===== config.mk =====
export PLATFORM = sky130hd
export DESIGN_NAME = fetch_ctrl
export DESIGN_NICKNAME = d
export VERILOG_FILES = /design/src/rtl/fetch_pkg.sv /design/src/rtl/fetch_ras.sv /design/src/rtl/fetch_ctrl.sv
export SDC_FILE = /design/constraint.sdc
export NUM_CORES = 1
export LEC_CHECK = 0
export ABC_AREA = 1
export ABC_CLOCK_PERIOD_IN_PS = 2990
export BUFFER_PORTS_ARGS = -buffer_cell sky130_fd_sc_hd__buf_4
export CORE_MARGIN = 1.5
export CORE_UTILIZATION = 29
export CTS_CLUSTER_SIZE = 25
export DETAILED_ROUTE_END_ITERATION = 12
export GPL_TIMING_DRIVEN = 0
export PLACE_DENSITY = 0.55
export RECOVER_POWER = 50
export SLEW_MARGIN = 10
export SYNTH_ARGS = -nofsm -noshare
export SYNTH_HDL_FRONTEND = slang
export SYNTH_HIERARCHICAL = 1
export SYNTH_SLANG_ARGS = --single-unit

===== constraint.sdc =====
create_clock -name CLK -period 2.99 [get_ports CLK]
set_clock_uncertainty 0.15 [all_clocks]
set_input_delay 0.897 -clock CLK [delete_from_list [all_inputs] [get_ports CLK]]
set_output_delay 0.897 -clock CLK [all_outputs]
set_load 0.02 [all_outputs]

===== src/rtl/fetch_pkg.sv =====
// Shared types, default widths and helpers for the fetch controller.
// Used by fetch_ctrl and fetch_ras (the latter only under FETCH_RAS_EN).
package fetch_pkg;

   localparam int unsigned PcWDefault       = 8;
   localparam int unsigned OffWDefault      = 8;
   localparam int unsigned RasDepthDefault  = 4;

   typedef enum logic [1:0] {
      IDLE   = 2'd0,
      RUN    = 2'd1,
      HALTED = 2'd2
   } fetch_state_e;

   // Sign-extends the low 'width' bits of val to 32 bits (width in 1..32).
   function automatic logic [31:0] sext32(input logic [31:0] val, input int unsigned width);
      logic signed [31:0] w_shl;
      logic signed [31:0] w_res;
      w_shl = $signed(val << (32 - width));
      w_res = w_shl >>> (32 - width);
      return $unsigned(w_res);
   endfunction

endpackage


===== src/rtl/fetch_ras.sv =====
// Return-address stack: LIFO storage with occupancy count, full/empty flags,
// push/pop/clear controls and asynchronous active-low reset.
module fetch_ras
   import fetch_pkg::*;
#(
   parameter int unsigned Width = PcWDefault,
   parameter int unsigned Depth = RasDepthDefault
) (
   input  logic             i_clk,
   input  logic             i_rst_n,
   input  logic             i_clear,
   input  logic             i_push,
   input  logic             i_pop,
   input  logic [Width-1:0] i_data,
   output logic [Width-1:0] o_top,
   output logic             o_full,
   output logic             o_empty
);

   localparam int unsigned PtrW = $clog2(Depth);

   logic [Width-1:0] r_mem [Depth];
   logic [PtrW:0]    r_cnt;
   logic [PtrW-1:0]  w_wr_idx;
   logic [PtrW-1:0]  w_top_idx;

   assign w_wr_idx  = r_cnt[PtrW-1:0];
   assign w_top_idx = r_cnt[PtrW-1:0] - PtrW'(1);
   assign o_full    = (r_cnt == (PtrW+1)'(Depth));
   assign o_empty   = (r_cnt == '0);
   assign o_top     = r_mem[w_top_idx];

   always_ff @(posedge i_clk or negedge i_rst_n) begin
      if (!i_rst_n) begin
         r_cnt <= '0;
         for (int i = 0; i < int'(Depth); i++) begin
            r_mem[i] <= '0;
         end
      end else if (i_clear) begin
         r_cnt <= '0;
      end else if (i_push && !o_full) begin
         r_mem[w_wr_idx] <= i_data;
         r_cnt           <= r_cnt + 1'b1;
      end else if (i_pop && !o_empty) begin
         r_cnt <= r_cnt - 1'b1;
      end
   end

endmodule


===== src/rtl/fetch_ctrl.sv =====
// Program counter / next-instruction controller with IDLE/RUN/HALTED FSM.
// Define FETCH_RAS_EN to build the return-address stack for Call/Ret.
module fetch_ctrl
   import fetch_pkg::*;
#(
   parameter int unsigned PC_W      = PcWDefault,
   parameter int unsigned OFF_W     = OffWDefault,
   parameter int unsigned RAS_DEPTH = RasDepthDefault
) (
   input  logic             CLK,
   input  logic             Reset_n,
   input  logic             Start,
   input  logic             Halt,
   input  logic             Branch,
   input  logic             BranchCond,
   input  logic             Jump,
   input  logic             Call,
   input  logic             Ret,
   input  logic [OFF_W-1:0] Offset,
   input  logic [PC_W-1:0]  Target,
   input  logic [PC_W-1:0]  Start_Addr,
   output logic [PC_W-1:0]  PC,
   output logic             Running,
   output logic             Done,
   output logic             StackErr
);

   fetch_state_e     r_state;
   fetch_state_e     w_state_d;
   logic [PC_W-1:0]  r_pc;
   logic [PC_W-1:0]  w_pc_d;
   logic [PC_W-1:0]  w_pc_inc;
   logic [31:0]      w_off_ext32;
   logic [PC_W-1:0]  w_off_ext;

   assign w_pc_inc    = r_pc + PC_W'(1);
   assign w_off_ext32 = sext32(32'(Offset), OFF_W);
   assign w_off_ext   = w_off_ext32[PC_W-1:0];

`ifdef FETCH_RAS_EN
   logic            r_stack_err;
   logic            w_stack_err_d;
   logic            w_ras_push;
   logic            w_ras_pop;
   logic            w_ras_clear;
   logic            w_ras_full;
   logic            w_ras_empty;
   logic [PC_W-1:0] w_ras_top;

   fetch_ras #(
      .Width (PC_W),
      .Depth (RAS_DEPTH)
   ) u_ras (
      .i_clk   (CLK),
      .i_rst_n (Reset_n),
      .i_clear (w_ras_clear),
      .i_push  (w_ras_push),
      .i_pop   (w_ras_pop),
      .i_data  (w_pc_inc),
      .o_top   (w_ras_top),
      .o_full  (w_ras_full),
      .o_empty (w_ras_empty)
   );
`else
   logic w_unused_ret;
   assign w_unused_ret = Ret;
`endif

   always_comb begin
      w_state_d = r_state;
      w_pc_d    = r_pc;
`ifdef FETCH_RAS_EN
      w_stack_err_d = r_stack_err;
      w_ras_push    = 1'b0;
      w_ras_pop     = 1'b0;
      w_ras_clear   = 1'b0;
`endif
      if (Start) begin
         w_state_d = RUN;
         w_pc_d    = Start_Addr;
`ifdef FETCH_RAS_EN
         w_ras_clear   = 1'b1;
         w_stack_err_d = 1'b0;
`endif
      end else if (r_state == RUN) begin
         if (Halt) begin
            w_state_d = HALTED;
`ifdef FETCH_RAS_EN
         end else if (Ret) begin
            if (!w_ras_empty) begin
               w_pc_d    = w_ras_top;
               w_ras_pop = 1'b1;
            end else begin
               w_pc_d        = w_pc_inc;
               w_stack_err_d = 1'b1;
            end
         end else if (Call) begin
            w_pc_d = Target;
            // A full stack keeps its existing entries; only the flag records the loss.
            if (!w_ras_full) begin
               w_ras_push = 1'b1;
            end else begin
               w_stack_err_d = 1'b1;
            end
`else
         end else if (Call) begin
            w_pc_d = Target;
`endif
         end else if (Jump) begin
            w_pc_d = Target;
         end else if (Branch || BranchCond) begin
            w_pc_d = r_pc + w_off_ext;
         end else begin
            w_pc_d = w_pc_inc;
         end
      end
   end

   always_ff @(posedge CLK or negedge Reset_n) begin
      if (!Reset_n) begin
         r_state <= IDLE;
         r_pc    <= '0;
      end else begin
         r_state <= w_state_d;
         r_pc    <= w_pc_d;
      end
   end

`ifdef FETCH_RAS_EN
   always_ff @(posedge CLK or negedge Reset_n) begin
      if (!Reset_n) begin
         r_stack_err <= 1'b0;
      end else begin
         r_stack_err <= w_stack_err_d;
      end
   end

   assign StackErr = r_stack_err;
`else
   assign StackErr = 1'b0;
`endif

   assign PC      = r_pc;
   assign Running = (r_state == RUN);
   assign Done    = (r_state == HALTED);

endmodule

==> impl_metrics.toml <==
[run_status]
status = "completed"

[global_routing]
grt_pass1_vias = 1041
grt_antenna_before_repair = 0
grt_usage_pct = 15.00
grt_max_degree = 11
grt_pass1_wl_mm = 4.698
grt.overflow.total = 0

[placed_design]
dp_hpwl_mm = 2.262
pre_cts_slack_ps = 20.25
port_buffers = 41
gp_congestion = 0.7863

[worst_hold_path]
min_from = "PC[6]"
worstHoldPathType = "reg2reg"
whs_path_depth = 2

[logic_synthesis]
ys_seq_area_share_pct = 24.18
synth_top_cell_area_share_pct = 24.18
yosys_warnings = 6
syn-cell-area_um2 = 1035
synth_fp_nets = 196
netlist_instances = 155
synth_area_leaders = "dfrtp_1, nand2_1, ha_1"
synth-seq-cells = 10
synth_cell_type_count = 29
yosysTopAreaCell = "dfrtp_1"
synth_area_per_cell_um2 = 6.676

[cells_and_area]
fin_util_pct = 41.71
final_cell_mix = "nand2_1, buf_4, nor2_1"
syn_to_final_growth_pct = 36.64
antenna_cells = 0
drive_above_1_share_pct = 30.00
final_common_cell = "nand2_1"
nets = 242

[sta]
max_freq_mhz = 371.9
min_period_ps = 2689
hold_viol = 0
final.period_utilization_pct = 89.93
finalSetupViolations = 0
final.setup.tns_ps = 0
rsz0062_at_grt = "false"
fin_ws_ps = 301.1
final-max-slew-violation-count = 0
tightest_slew_ps = 565.2
relSlewSlack_pct = 62.32

[detailed_routing]
totalWireLength_mm = 2.686
drtIter0Drc = 40
drc_errors = 0
via_per_inst = 4.504
vias = 1108
ant_nets = 0
first_pass_iters = 4
wl_per_cell_um = 10.92

[power]
power.density_nw_per_um2 = 406.6
seqPwrFrac_pct = 30.2
switching_power_uw = 224.3
swShare_pct = 39.01
ir_drop_mv = 0.1667
internal_power_uw = 350.6
clockPowerShare_pct = 21.3
power_frac_comb_pct = 48.5
p_leak_nw = 0.7626

[die]
die_h_um = 62.74
core_um2 = 3390
start_util_pct = 30.53
die-area_um2 = 3936
fp-row-count = 21
die_w_um = 62.74
io_pins = 44

[run]
drv_cap = 0

[cts]
ctsResizeCount = 0
cts.sinks = 10
cts-root-buf = "clkbuf_4"
clk_latency_ps = 260
cts_max_path_buffers = 2
hold_buffers = 0
cts_tree = "yes"
cts_setup_buffers = 0
path_clk_slew_ps = 70
htreeDepth = 1
cts_made_buffers = 3

[worst_setup_path]
crit_path_top_delay_cell = "fa_1"
critPathLaunch = "Branch"
rr_worst_depth = 11
worstPathCellList = "buf_4 -> inv_1 -> nand2_1 -> inv_1 -> or2_1 -> ha_1 -> inv_1 -> fa_1 -> inv_2 -> nand2_1 -> nand2_2 -> nand2_1 -> or2_1 -> nand3_1 -> nand2_1 -> a21oi_2"
worstPathRequired_ps = 3030
worst-setup-path-type = "in2reg"
critPathTopFamily = "simple AND/OR/NAND/NOR gates"
r2r_start = "PC[0]"
start_kind = "input port"
cp.depth = 16
cp_common_cell = "nand2_1"
arrival_ps = 2730
critical_path_buf_inv_count = 5
crit_fanout = 6
cpPeakStageDelay_ps = 370
cp-end-kind = "flop"
==> routing by layer <==
metal | track usage [%] | up-vias | share of wire (%)
met3 | 1.441 | 2 | 4.2
li1 | - | 578 | -
met1 | 19.87 | 500 | 47
met4 | 5.833 | 0 | 1.0
met5 | 0 | - | 0
met2 | 25.13 | 28 | 48
==> final cells by class <==
class | count | area (µm²)
plain buffers | 3 | 22.52
clock buffers | 4 | 36.28
fillers | 371 | 1976
inverters | 25 | 96.34
multi-input cells | 117 | 658.1
flip-flops and latches | 10 | 250.2
well taps | 46 | 57.56
repair buffers | 41 | 292.8
==> cell usage after synthesis (all sizes together) <==
cell	count
nand2	43
o21ai	3
o211ai	3
ha	7
o22ai	1
conb	1
fa	1
or2	5
nand3	10
nor2	24
nand3b	4
clkinv	1
a21oi	14
dfrtp	10
buf	3
inv	24
a211oi	1
==> state kept, by name, summed over array words and instances, names as in the netlist <==
name and flops:
PC 8, r_state 2
==> power by group through the flow <==
stage	combinational [mW]	sequential [mW]	clock, mW
2_1_floorplan	0.171	0.191	0
3_3_place_gp	0.283	0.176	0
3_5_place_dp	0.288	0.177	0
4_1_cts	0.289	0.174	0.127
5_1_grt	0.319	0.177	0.135
6_report	0.279	0.174	0.122
==> worst reg2reg max path: cells and delay by family (launching register included) <==
family,cells,cell delay (ps)
flip-flops,1,380
adder cells (fa/ha/maj),2,550
AND/OR/NAND/NOR,6,500
AO/OA/AOI/OAI,1,110
buffers and inverters,2,130
==> cell families (layout without fill, tap and decap cells) <==
logic type	after synthesis	after routing	share of synthesized area (%)
AOI/OAI and AO/OA	22	22	15.11
and+or+nand+nor	86	86	37.73
buffers and inverters	28	73	12.21
adders and majority gates	8	8	10.40
DFF	10	10	24.18
other	1	1	0.3624
==> final timing paths <==
check                             end  slack (ps)
min in group asynchronous       PC[0]         440
worst max-delay path            PC[4]         300
max in group asynchronous       PC[5]        1870
worst min register to register  PC[6]         400
worst min-delay path            PC[6]         400
worst max register to register  PC[4]        1090
==> metrics by stage <==
| stage | total power, mW | cell area (µm²) | cells | hold WS, ps |
|---|---|---|---|---|
| final | 0.5749 | 1414 | 246 | 398.3 |
| after global routing | 0.6312 | 1414 | 246 | 448.4 |
| after CTS | 0.5906 | 1436 | 246 | 297.5 |
| after detailed placement | 0.4651 | 1400 | 242 | 393.1 |
| after global placement | 0.4591 | 1400 | 242 | 380.5 |
| after floorplan | 0.3620 | 1035 | 155 | 380.1 |
Note: power is estimated with default switching activity, not from simulation.
